<file path="src/rtl/stack_sequencer.sv">
// Multi-cycle PUSH/POP/CALL/RET sequencer: drives register-file selects, owns SP arithmetic
// and moves bytes over a req/ack memory handshake.
module stack_sequencer #(
    parameter int unsigned WZ_SEL = 0,
    parameter int unsigned SP_SEL = 4,
    parameter int unsigned PC_SEL = 5
) (
    input  logic        i_Clk,
    input  logic        i_nRst,
    input  logic        i_Enable,
    input  logic        i_Start,
    input  logic [1:0]  i_Op,
    input  logic [1:0]  i_Pair,
    output logic        o_Busy,
    output logic        o_Done,
    output logic [5:0]  o_Read16,
    output logic [5:0]  o_Write16,
    output logic [15:0] o_Bus16,
    input  logic [15:0] i_Bus16,
    output logic        o_Mem_Req,
    output logic        o_Mem_We,
    output logic [15:0] o_Mem_Addr,
    output logic [7:0]  o_Mem_Wdata,
    input  logic        i_Mem_Ack,
    input  logic [7:0]  i_Mem_Rdata
);

    typedef enum logic [3:0] {
        StIdle,
        StLdSrc,
        StLdSp,
        StMemHi,
        StMemLo,
        StWbSp,
        StWbDst,
        StJmp,
        StDone
    } state_e;

    localparam logic [1:0] OpPush = 2'd0;
    localparam logic [1:0] OpCall = 2'd2;
    localparam logic [1:0] OpRet  = 2'd3;

    localparam logic [5:0] WzOh = 6'(1) << WZ_SEL;
    localparam logic [5:0] SpOh = 6'(1) << SP_SEL;
    localparam logic [5:0] PcOh = 6'(1) << PC_SEL;

    state_e      state_q, state_d;
    logic [1:0]  op_q, op_d;
    logic [1:0]  pair_q, pair_d;
    logic [15:0] sp_q, sp_d;
    logic [15:0] data_q, data_d;

    logic [5:0]  write_sel;
    logic [5:0]  pair_oh;
    logic        write_dir;
    logic        xfer;

    // Pair index doubles as its select bit (WZ=0, BC=1, DE=2, HL=3).
    assign pair_oh   = 6'(1) << pair_q;
    // POP and RET have odd opcodes and read from memory; PUSH and CALL write.
    assign write_dir = ~op_q[0];
    assign xfer      = i_Enable & i_Mem_Ack;

    always_comb begin
        state_d     = state_q;
        op_d        = op_q;
        pair_d      = pair_q;
        sp_d        = sp_q;
        data_d      = data_q;
        o_Done      = 1'b0;
        o_Read16    = '0;
        write_sel   = '0;
        o_Bus16     = '0;
        o_Mem_Req   = 1'b0;
        o_Mem_We    = 1'b0;
        o_Mem_Addr  = '0;
        o_Mem_Wdata = '0;

        unique case (state_q)
            StIdle: begin
                if (i_Start) begin
                    op_d    = i_Op;
                    pair_d  = i_Pair;
                    state_d = i_Op[0] ? StLdSp : StLdSrc;
                end
            end
            StLdSrc: begin
                o_Read16 = (op_q == OpCall) ? PcOh : pair_oh;
                data_d   = i_Bus16;
                state_d  = StLdSp;
            end
            StLdSp: begin
                o_Read16 = SpOh;
                if (write_dir) begin
                    sp_d    = i_Bus16 - 16'd1;
                    state_d = StMemHi;
                end else begin
                    sp_d    = i_Bus16;
                    state_d = StMemLo;
                end
            end
            StMemHi: begin
                o_Mem_Req  = 1'b1;
                o_Mem_Addr = sp_q;
                if (write_dir) begin
                    o_Mem_We    = 1'b1;
                    o_Mem_Wdata = data_q[15:8];
                    if (xfer) begin
                        sp_d    = sp_q - 16'd1;
                        state_d = StMemLo;
                    end
                end else if (xfer) begin
                    data_d[15:8] = i_Mem_Rdata;
                    sp_d         = sp_q + 16'd1;
                    state_d      = StWbSp;
                end
            end
            StMemLo: begin
                o_Mem_Req  = 1'b1;
                o_Mem_Addr = sp_q;
                if (write_dir) begin
                    o_Mem_We    = 1'b1;
                    o_Mem_Wdata = data_q[7:0];
                    if (xfer) begin
                        state_d = StWbSp;
                    end
                end else if (xfer) begin
                    data_d[7:0] = i_Mem_Rdata;
                    sp_d        = sp_q + 16'd1;
                    state_d     = StMemHi;
                end
            end
            StWbSp: begin
                write_sel = SpOh;
                o_Bus16   = sp_q;
                if (op_q == OpPush) begin
                    state_d = StDone;
                end else if (op_q == OpCall) begin
                    state_d = StJmp;
                end else begin
                    state_d = StWbDst;
                end
            end
            StWbDst: begin
                write_sel = (op_q == OpRet) ? PcOh : pair_oh;
                o_Bus16   = data_q;
                state_d   = StDone;
            end
            StJmp: begin
                o_Read16  = WzOh;
                write_sel = PcOh;
                o_Bus16   = i_Bus16;
                state_d   = StDone;
            end
            StDone: begin
                o_Done  = 1'b1;
                state_d = StIdle;
            end
            default: state_d = StIdle;
        endcase
    end

    assign o_Busy    = (state_q != StIdle);
    // A disabled tick must not commit a register-file write.
    assign o_Write16 = i_Enable ? write_sel : 6'd0;

    always_ff @(posedge i_Clk or negedge i_nRst) begin
        if (!i_nRst) begin
            state_q <= StIdle;
            op_q    <= '0;
            pair_q  <= '0;
            sp_q    <= '0;
            data_q  <= '0;
        end else if (i_Enable) begin
            state_q <= state_d;
            op_q    <= op_d;
            pair_q  <= pair_d;
            sp_q    <= sp_d;
            data_q  <= data_d;
        end
    end

endmodule

</file>
<file path="config.mk">
export PLATFORM = sky130hd
export DESIGN_NAME = stack_sequencer
export DESIGN_NICKNAME = d
export VERILOG_FILES = /design/src/rtl/stack_sequencer.sv
export SDC_FILE = /design/constraint.sdc
export NUM_CORES = 1
export LEC_CHECK = 0
export ABC_AREA = 1
export CAP_MARGIN = 5
export CORE_MARGIN = 2
export CORE_UTILIZATION = 60
export DETAILED_ROUTE_END_ITERATION = 10
export DONT_BUFFER_PORTS = 1
export PLACE_DENSITY = 0.87
export SYNTH_ARGS = -nofsm -noshare
export SYNTH_HDL_FRONTEND = slang
export SYNTH_SLANG_ARGS = --single-unit
</file>
<file path="constraint.sdc">
create_clock -name i_Clk -period 2.4 [get_ports i_Clk]
set_input_delay 0.12 -clock i_Clk [delete_from_list [all_inputs] [get_ports i_Clk]]
set_output_delay 0.12 -clock i_Clk [all_outputs]
set_load 0.01 [all_outputs]
</file>
# [Yosys cells after proc, flatten, opt, wreduce, memory -nomap -nowiden]
# Cells that the tools add are included.
# W data, S select, Z words.
[word_totals] ram_bits=0 wordCells=76 input_bits=33 romBits=0 memories=0 latch_bits=0 register_bits=40
[op_classes] n_div=0 n_reduce_logical=13 shift=1 n_mux=35 n_bitwise=1 n_mul=0 n_addsub=3 eq_ne=17 order_cmp=0
[ops] op="$mux W16" n=6
[ops] op="$pmux W16 S3" n=2
[ops] op="$pmux W8 S2" n=3
[ops] op="$pmux W6 S3" n=2
[ops] op="$mux W8" n=4
[ops] op="$sub A16 B1 Y16 const B" n=2
[ops] op="$mux W4" n=7
[ops] op="$pmux W4 S7" n=1
[ops] op="$mux W6" n=3
[ops] op="$add A16 B1 Y16 const B" n=1
[ops] op="$eq A4 B3 Y1 const B" n=4
[ops] op="$reduce_and A4 Y1" n=4
[ops] op="$ne A2 B2 Y1 const B" n=5
[ops] op="$eq A4 B2 Y1 const B" n=2
[ops] op="$ne A3 B3 Y1 const B" n=2
[ops] op="$shl A1 B2 Y6 const A" n=1
[ops] op="$mux W1" n=5
[ops] op="$eq A2 B2 Y1 const B" n=2
[ops] op="$eq A4 B1 Y1 const B" n=1
[ops] op="$eq A4 B4 Y1 const B" n=1
[ops] op="$logic_not A4 Y1" n=1
[ops] op="$reduce_bool A2 Y1" n=2
[ops] op="$reduce_bool A4 Y1" n=1
[ops] op="$reduce_or A2 Y1" n=2
[ops] op="other kinds (6)" n=6

# [Logic depth before layout (Yosys ltp)]
[logic_depth] word_depth=4 ltp_mapped=12 mapped_depth_nobuf=12

# [Worst setup path after synthesis]
# No wires, ideal clock.
[synth_path] path_type="reg-to-output" from="register state_q[1]" to="output o_Mem_Addr[10]" n_path_buf=3 required_time_ps=2280 setup_slack_ps=773 t_arrival_ps=1507 path_stages_with_launch=9 cell_sequence="dfrtp_1 > buf_6 > nor2_1 > nand2_1 > nand2_2 > inv_2 > buf_2 > buf_2 > nor2_1"
[synth_between] elab_chain_cells=3 word_cells_on_any_way=4
[synth_rtl] element="start: declaration" line_no="48" rtl="state_e state_q, state_d;"
[synth_rtl] element="start signal: assignment" line_no="170" rtl="state_q <= StIdle;"
[synth_rtl] element="start signal: assignment" line_no="176" rtl="state_q <= state_d;"
[synth_rtl] element="$eq A4 B3 Y1 / $eq A4 B2 Y1 (equally long branches)" line_no="80" rtl="unique case (state_q)"
[synth_rtl] element="$reduce_or A2 Y1 (no source line) *"
[synth_rtl] element="$mux W16 *" line_no="80"
[synth_rtl] element="end: declaration" line_no="22" rtl="output logic [15:0] o_Mem_Addr,"
# Mark *: on every way between the ends. The rest lies on a longest branch, timed or not.

# [Worst setup path in the final report]
[layout_path] from="register state_q[1]" to="output o_Mem_Wdata[0]"
[layout_between] elab_chain_cells=2 word_cells_on_any_way=3
[layout_rtl] element="$eq A4 B3 Y1 / $eq A4 B2 Y1 (equally long branches)" line_no="80"
[layout_rtl] element="$pmux W8 S2 *" line_no="80"
[layout_rtl] element="end: declaration" line_no="23" rtl="output logic [7:0] o_Mem_Wdata,"
# Marked as above.

==> reports/qor.yml <==
detailed_routing:
  top_layer: "met4"
  drtIter0Drc: 875
  drtPass1Iterations: 6
  wl_met1_um: 4400
  wirelength_um: 12300
  ant_nets: 0
  wl_per_cell_um: 17.2
  dr_total_vias: 4611
  wl_met2_um: 5620
  drc_errors: 0
  met3_wirelength_um: 1690
  viasPerCell: 6.45
timing:
  clock.fmax_ghz: 0.476
  slew_violations: 0
  fin_crit_sh_pct: 87.5
  worst_pin_slew_ns: 0.476
  fin_crit_ns: 2.10
  fin_tns_setup_ns: 0
  clock-skew-final_ns: 0.00977
  finalSetupViolations: 0
  rsz0062_at_grt: "no"
  slew_headroom_pct: 68.1
  hold_viol: 0
logic_synthesis:
  synthTopCellsByCount: "nand2_1 (162), nor2_1 (110), inv_1 (92), nand3_1 (55), dfrtp_1 (40)"
  avgSynthCellArea_sq_um: 5.99
  ys_seq_area_share_pct: 26.1
  yosys_warnings: 0
  synth_top_flop_cell: "dfrtp_1"
  yosys.area.top_type_share_pct: 26.1
  ys_types: 33
  synth_area_leader_cell: "dfrtp_1"
  synthArstFlopShare_pct: 100
  syn_area_sq_mm: 0.00384
  syn_nets: 677
  syn_inst: 641
  synth.most_common_cell: "nand2_1"
  synth_edf_count: 0
  synth_area_leaders: "dfrtp_1 (26%), nand2_1 (16%), nor2_1 (11%), inv_1 (9.0%), nand3_1 (7.2%)"
  synth_seq_cells: 40
worst_setup_path:
  crit_arrival_ns: 1.98
  cp-endpoint: "o_Mem_Wdata[0]"
  cp_max_fo: 12
  worstSetupPathType: "flip-flop to output port"
  crit_family: "simple AND/OR/NAND/NOR gates"
  critPathBufInv: 2
  r2r_slack_ns: 0.37
  crit_cells: 6
  worstSetupStartpointType: "flip-flop"
  worstPathRequired_ns: 2.28
  rr_worst_depth: 9
  cp-startpoint: "state_q[1]"
  worstPathCellList: "nor2_1 -> inv_1 -> nor2_2 -> nand2_1 -> buf_4 -> o22ai_1"
  critical-path-max-stage-delay_ns: 0.48
  r2r_start: "state_q[1]"
  worstSetupEndpointType: "output port"
  r2r_end: "sp_q[15]"
  critPathSlowestCell: "dfrtp_1"
placed_design:
  gp_congestion: 1.02
  io_buffer_count: 0
  dp_hpwl_um: 9250
  placed_cells: 703
  place_area_sq_mm: 0.00385
global_route:
  grt_max_degree: 41
  grt_overflow: 0
  grt_pass1_vias: 4352
  antenna_found_initial: 0
  track_usage_pct: 35.8
  grt_first_pass_wirelength_um: 20700
clocking:
  clock_path_buffers: 2
  clkSinkCount: 40
  clock_latency_ns: 0.30
  cts-root-buf: "clkbuf_8"
  holdBufCountCts: 5
  ctsResizeCount: 0
  h-tree-depth: 2
  post_cts_buffers: 0
  cts_buffers: 5
  cts_tree: "done"
  clk_pin_slew_ns: 0.08
run:
  cap_viol_max_count: 0
floorplan:
  initial_core_util_pct: 61.2
  io_pins: 89
  coreArea_sq_mm: 0.00628
  die_area_sq_mm: 0.00706
  die_y_um: 84.0
  rows: 29
  die_x_um: 84.0
final_layout:
  final_area_sq_mm: 0.00401
  nets: 674
  fin_cells: 715
  final_core_util_pct: 63.9
  antenna_cells: 0
  drive_gt1_share_pct: 5.02
  areaGrowthSynthToFinish_pct: 4.40
pwr:
  peakVddDrop_mv: 0.469
  p_per_area_mw_per_mm2: 996
  p_leak_uw: 0.00192
  p_total_uw: 3990
worst_hold_path:
  hold_class: "input port to flip-flop"
  hp-start: "i_Bus16[14]"
run_status:
  status: "completed"
power breakdown:
part           internal, uW  switching [uW]
clock network           257             251
registers               997             375
logic                   600            1520
sequential cells by signal, summed over array words and instances, names as in the netlist:
signal,cells
op_q,2
state_q,4
data_q,16
sp_q,16
pair_q,2
logic make-up after synthesis:
family | after synthesis | share of synthesized area, %
xor+xnor | 10 | 2.28
fa+ha+maj | 3 | 0.977
compound gates | 111 | 18.8
simple gates | 358 | 38.8
flops | 40 | 26.1
buf+inv | 119 | 13.1
how the worst min path moves through the flow:
stage,end,cells past startpoint
after floorplan,data_q[0],0
after global placement,state_q[3],0
after detailed placement,state_q[3],0
after CTS,data_q[14],2
after global routing,data_q[8],2
final,data_q[14],2
layout by cell type, fill, tap and decap left out, types with 2 or more instances in the layout:
master / n
a21oi_1: 13
a21oi_4: 2
a31oi_1: 5
and2_1: 2
buf_4: 8
clkbuf_8: 7
dfrtp_1: 40
dlygate4sd3_1: 4
ha_1: 3
inv_1: 92
inv_2: 3
nand2_1: 162
nand2_2: 4
nand3_1: 55
nand4_1: 14
nor2_1: 110
nor2_2: 4
nor3_1: 4
o211ai_1: 19
o21ai_0: 38
o21ai_1: 2
o221ai_1: 17
o22ai_1: 11
xor2_1: 10
area by class of cell:
type                       count  area, sq um
fill                         580         2270
inverter                      96          360
timing repair buffer          13          120
tap                           77         96.3
multi-input combinational    482         2340
clock buffer                   7         96.3
sequential                    40         1000
stage by stage:
stage | hold slack [ns] | setup WS (ns)
2_1_floorplan | -0.176 | 0.773
3_3_place_gp | -0.173 | 0.578
3_5_place_dp | -0.173 | 0.467
4_1_cts | 0.00118 | 0.358
5_1_grt | 0.00803 | 0.123
6_report | 0.000282 | 0.299
metal layers:
layer	vias to the layer above	global-route usage, %
met1	2050	45.0
li1	2087	-
met3	79	9.89
met4	0	17.0
met5	-	0
met2	395	56.7
Power figures use the tool's default switching activity.
